### config.mk
export PLATFORM = sky130hd
export DESIGN_NAME = register_file_scoreboard
export DESIGN_NICKNAME = d
export VERILOG_FILES = /design/src/rtl/register_file_scoreboard.sv
export SDC_FILE = /design/constraint.sdc
export NUM_CORES = 2
export LEC_CHECK = 0
export ABC_AREA = 0
export BUFFER_PORTS_ARGS = -buffer_cell sky130_fd_sc_hd__buf_2
export CAP_MARGIN = 20
export CORE_AREA = 2 2 266 531
export DETAILED_ROUTE_END_ITERATION = 8
export DIE_AREA = 0 0 268 533
export GPL_ROUTABILITY_DRIVEN = 0
export REMOVE_ABC_BUFFERS = 1
export SYNTH_ARGS = -nofsm -noshare
export SYNTH_HDL_FRONTEND = slang
export SYNTH_SLANG_ARGS = --single-unit
### constraint.sdc
create_clock -name clk -period 65.2 [get_ports clk]
set_clock_uncertainty 0.2 [all_clocks]
set_input_delay 6.52 -clock clk [delete_from_list [all_inputs] [get_ports clk]]
set_output_delay 6.52 -clock clk [all_outputs]
set_load 0.01 [all_outputs]
### src/rtl/register_file_scoreboard.sv
// -----------------------------------------------------------------------------
// register_file_scoreboard
//
// Purpose:
//   Parametrised integer register file for the decode stage. It provides two
//   combinational read ports and one synchronous write port, and register 0
//   always reads as zero. A pending bit per register records destinations
//   whose producer has issued but not yet written back, for hazard detection.
//   A sequenced clear engine zeroes the file one register per cycle for
//   pipeline flush and debug scrub.
//
// Parameters:
//   WIDTH   data width of each register
//   DEPTH   number of registers (power of two, >= 2)
//   ADDR_W  address width, derived from DEPTH (do not override)
//
// Ports:
//   clk          system clock, rising-edge
//   rst          asynchronous active-high reset
//   wr_ena       write enable (writeback)
//   wr_addr      write address
//   wr_data      write data
//   rd_addr0/1   read port addresses
//   rd_data0/1   read port data (combinational)
//   mark_ena     set pending bit of mark_addr (instruction issued)
//   mark_addr    destination being marked
//   rd_pending0/1 pending bit of the addressed register (combinational)
//   clear_req    start a clear sequence (honoured only when idle)
//   clear_busy   high while the clear engine runs
//
// Optional feature:
//   REGISTER_FILE_BYPASS_EN  when defined, a write accepted this cycle is
//   forwarded to any read port addressing the same register, along with the
//   pending bit that register will hold after the edge.
// -----------------------------------------------------------------------------
module register_file_scoreboard #(
    parameter int WIDTH  = 32,
    parameter int DEPTH  = 32,
    parameter int ADDR_W = $clog2(DEPTH)
) (
    input  logic              clk,
    input  logic              rst,
    input  logic              wr_ena,
    input  logic [ADDR_W-1:0] wr_addr,
    input  logic [WIDTH-1:0]  wr_data,
    input  logic [ADDR_W-1:0] rd_addr0,
    output logic [WIDTH-1:0]  rd_data0,
    input  logic [ADDR_W-1:0] rd_addr1,
    output logic [WIDTH-1:0]  rd_data1,
    input  logic              mark_ena,
    input  logic [ADDR_W-1:0] mark_addr,
    output logic              rd_pending0,
    output logic              rd_pending1,
    input  logic              clear_req,
    output logic              clear_busy
);

    typedef enum logic {
        IDLE  = 1'b0,
        CLEAR = 1'b1
    } state_t;

    localparam logic [ADDR_W-1:0] LAST_ADDR = ADDR_W'(DEPTH - 1);

    state_t              state;
    logic [ADDR_W-1:0]   ptr;
    logic [WIDTH-1:0]    regs [DEPTH];
    logic [DEPTH-1:0]    pending;

    logic                wr_hit;
    logic                mark_hit;

    // Writes and marks only count when the engine is idle and the target is
    // not the hardwired zero register.
    assign wr_hit   = wr_ena   && (state == IDLE) && (wr_addr   != '0);
    assign mark_hit = mark_ena && (state == IDLE) && (mark_addr != '0);

    // Register storage, scoreboard and clear engine share one sequential
    // block so that the precedence between write, mark and clear is explicit.
    // Within IDLE the mark is applied after the write so a same-address mark
    // wins (a newer producer has issued); a clear request then overrides all
    // pending bits because the whole file is about to be scrubbed. In CLEAR
    // the external controls are ignored and the pointer walks 1..DEPTH-1,
    // returning to IDLE after zeroing the last register, so it never wraps.
    always_ff @(posedge clk or posedge rst) begin
        if (rst) begin
            regs       <= '{default: '0};
            pending    <= '0;
            state      <= IDLE;
            ptr        <= '0;
            clear_busy <= 1'b0;
        end else begin
            case (state)
                IDLE: begin
                    if (wr_hit) begin
                        regs[wr_addr]    <= wr_data;
                        pending[wr_addr] <= 1'b0;
                    end
                    if (mark_hit) begin
                        pending[mark_addr] <= 1'b1;
                    end
                    if (clear_req) begin
                        pending    <= '0;
                        ptr        <= ADDR_W'(1);
                        state      <= CLEAR;
                        clear_busy <= 1'b1;
                    end
                end
                CLEAR: begin
                    regs[ptr] <= '0;
                    if (ptr == LAST_ADDR) begin
                        ptr        <= '0;
                        state      <= IDLE;
                        clear_busy <= 1'b0;
                    end else begin
                        ptr <= ptr + ADDR_W'(1);
                    end
                end
                default: begin
                    state      <= IDLE;
                    clear_busy <= 1'b0;
                end
            endcase
        end
    end

    // Read port 0: stored value, with address 0 forced to zero and not
    // pending. With the bypass option a same-cycle accepted write is
    // forwarded together with its post-edge pending bit.
    always_comb begin
        rd_data0    = '0;
        rd_pending0 = 1'b0;
        if (rd_addr0 != '0) begin
            rd_data0    = regs[rd_addr0];
            rd_pending0 = pending[rd_addr0];
        end
`ifdef REGISTER_FILE_BYPASS_EN
        if (wr_hit && (rd_addr0 == wr_addr)) begin
            rd_data0    = wr_data;
            rd_pending0 = mark_hit && (mark_addr == wr_addr);
        end
`endif
    end

    // Read port 1: identical behaviour to port 0.
    always_comb begin
        rd_data1    = '0;
        rd_pending1 = 1'b0;
        if (rd_addr1 != '0) begin
            rd_data1    = regs[rd_addr1];
            rd_pending1 = pending[rd_addr1];
        end
`ifdef REGISTER_FILE_BYPASS_EN
        if (wr_hit && (rd_addr1 == wr_addr)) begin
            rd_data1    = wr_data;
            rd_pending1 = mark_hit && (mark_addr == wr_addr);
        end
`endif
    end

endmodule

==> flow_summary.json <==
{
  "status": "completed",
  "synth_edf_count": 0,
  "cts_buffers": 105,
  "min_period_over_period": 0.266,
  "yosys_warnings": 0,
  "max_freq_mhz": 57.7,
  "final_cell_mix": "dfrtp_1 (1,063), a22o_1 (993), mux4_2 (462), mux2i_1 (128), buf_4 (124)",
  "multi_input_area_um2": 26700,
  "slew-limit-headroom": 0.173,
  "drcViolationCount": 0,
  "power_frac_comb": 0.193,
  "p_leak_nw": 26.7,
  "core_area_um2": 139000,
  "crit_type": "input pin to output pin",
  "cp-end-kind": "output pin",
  "clkTransAtPathRegs_ps": 60,
  "async_flop_share": 1.00,
  "port_buffers": 123,
  "drive_gt1_frac": 0.268,
  "nets": 3912,
  "grt-ovfl-total": 0,
  "p_int_mw": 1.25,
  "avgSynthCellArea_um2": 13.8,
  "p_sw_mw": 0.556,
  "setup_viol": 0,
  "ys_seq_area_frac": 0.482,
  "pin_count": 124,
  "ys_types": 60,
  "slew_violations": 0,
  "die_w_um": 268,
  "worst_pin_slew_ps": 1240,
  "cts_tree": "yes",
  "cpMostUsedCell": "buf_4",
  "cts_sinks": 1063,
  "rows": 194,
  "start_util": 0.397,
  "track_usage": 0.318,
  "dr.first_iter.drc_count": 6502,
  "final_antenna_net_count": 0,
  "routedWlPerCell_um": 39.4,
  "hold_buffers": 0,
  "vdd_drop_max_uv": 33.6,
  "syn_area_um2": 55200,
  "avgViaCountPerCell": 7.52,
  "fillers": 12289,
  "p_seq_frac": 0.430,
  "grt_pass1_vias": 44029,
  "cp-start-kind": "input pin",
  "htreeDepth": 3,
  "routed_wl_um": 229000,
  "hold_viol": 0,
  "cts_resized": 0,
  "synth_ff_type": "dfrtp_1",
  "synth_seq_cells": 1063,
  "antenna_found_initial": 25,
  "cp.required_ps": 58480,
  "grt_pass1_wl_um": 327000,
  "powerDensity_nw_per_um2": 29.3,
  "power_mw": 1.80,
  "root_buffer": "clkbuf_16",
  "seq_area_um2": 26600,
  "setup-tns-final_ps": 0,
  "worst-path-buf-inv": 5,
  "crit_path_max_fanout": 38,
  "die_area_um2": 143000,
  "drv_cap": 0,
  "utilization": 0.442,
  "period_needed_ps": 17340,
  "post-cts-setup-buffers": 0,
  "rsz0062_at_grt": "no",
  "die_h_um": 533,
  "path_delay_family": "buffers and inverters",
  "path_cells": "buf_6, clkinv_2, buf_4, nor2_2, buf_4, a22oi_1, a311oi_1, buf_2",
  "layout_commonest_cell": "dfrtp_1",
  "pwr-share-clk": 0.377,
  "switching_share": 0.308,
  "hp-class": "flip-flop to flip-flop",
  "grt_max_degree": 156,
  "synthCells": 4008,
  "dp_hpwl_um": 121000,
  "num_vias": 43653,
  "critPathArrivalTime_ps": 10620,
  "clock_path_buffers": 3,
  "critPathMaxStageDelay_ps": 1030,
  "firstDrtPassIters": 6,
  "worst_path_max_delay_cell": "a311oi_1",
  "syn_to_final_growth_pct": 11.5,
  "insertion_delay_ps": 710
}
## metrics by stage
stage	instance area [um^2]	setup WS [ps]	hold slack, ps	instances
finish	61500	47860	310	5807
global route	61500	47700	324	5802
CTS	61400	47940	311	5797
detailed placement	57600	47940	293	5601
global placement	57500	47890	286	5599
floorplan	52900	28560	267	3486
## cells by family after synthesis
logic type,share of synthesized area
flops,0.482
xor+xnor,0.000318
simple gates,0.0267
mux,0.225
buf+inv,0.0435
compound gates,0.221
fa+ha+maj,0.00113
## routing by layer
metal | wire length [um] | GRT usage | share of wire
met3 | 31100 | 0.114 | 0.14
met2 | 99300 | 0.456 | 0.43
met4 | 15800 | 0.191 | 0.069
met5 | 305 | 0.00582 | 0.0013
met1 | 82100 | 0.411 | 0.36
## registers in the layout, summed over array words and instances (netlist names)
signal	count
clear_busy	1
pending	32
ptr	5
regs	1024
state	1
## final timing paths
path                             startpoint          end  slack (ps)  cells after the start
worst max-delay path            rd_addr0[0]  rd_data0[8]       47860                      8
worst min-delay path             regs[1015]   regs[1015]         310                      1
worst max register to register        state    regs[221]       60930                      6
worst min register to register   regs[1015]   regs[1015]         310                      1
max in group asynchronous               rst    regs[160]       55770                      5
min in group asynchronous               rst    regs[917]        5790                      2
## cells in the mapped netlist (19+ instances only)
| library cell | count | area [um^2] |
|---|---|---|
| mux2_2 | 66 | 743 |
| a311oi_1 | 66 | 578 |
| mux4_2 | 462 | 10400 |
| mux2i_1 | 128 | 1280 |
| a221oi_1 | 47 | 412 |
| and2_1 | 37 | 231 |
| a211oi_1 | 66 | 495 |
| o2111ai_1 | 19 | 166 |
| o22ai_1 | 29 | 181 |
| a22oi_1 | 66 | 495 |
| nand2_1 | 48 | 180 |
| nor2_1 | 33 | 124 |
| a22o_1 | 993 | 8700 |
| dfrtp_1 | 1063 | 26600 |
| clkbuf_1 | 344 | 1290 |
| buf_2 | 146 | 731 |
| inv_1 | 36 | 135 |
| o21ai_0 | 114 | 571 |
| nor2b_1 | 74 | 463 |
| a2bb2oi_1 | 28 | 245 |
| a21oi_1 | 19 | 95.1 |
## layout make-up
class                           count  share of cell area
Sequential cell                  1063               0.433
Inverter                           37             0.00242
Timing Repair Buffer              257              0.0296
Multi-Input combinational cell   2386               0.435
Antenna cell                        6            0.000244
Tap cell                         1862              0.0379
Clock buffer                      148              0.0510
Clock inverter                     48              0.0112
## power by group through the flow
stage	Combinational, mW	Clock (mW)	Sequential [mW]
3_5_place_dp	0.335	0	0.782
2_1_floorplan	0.179	0	0.766
5_1_grt	0.358	0.710	0.780
3_3_place_gp	0.330	0	0.778
4_1_cts	0.337	0.682	0.771
6_report	0.348	0.680	0.775
Note: power is estimated with default switching activity, not from simulation.
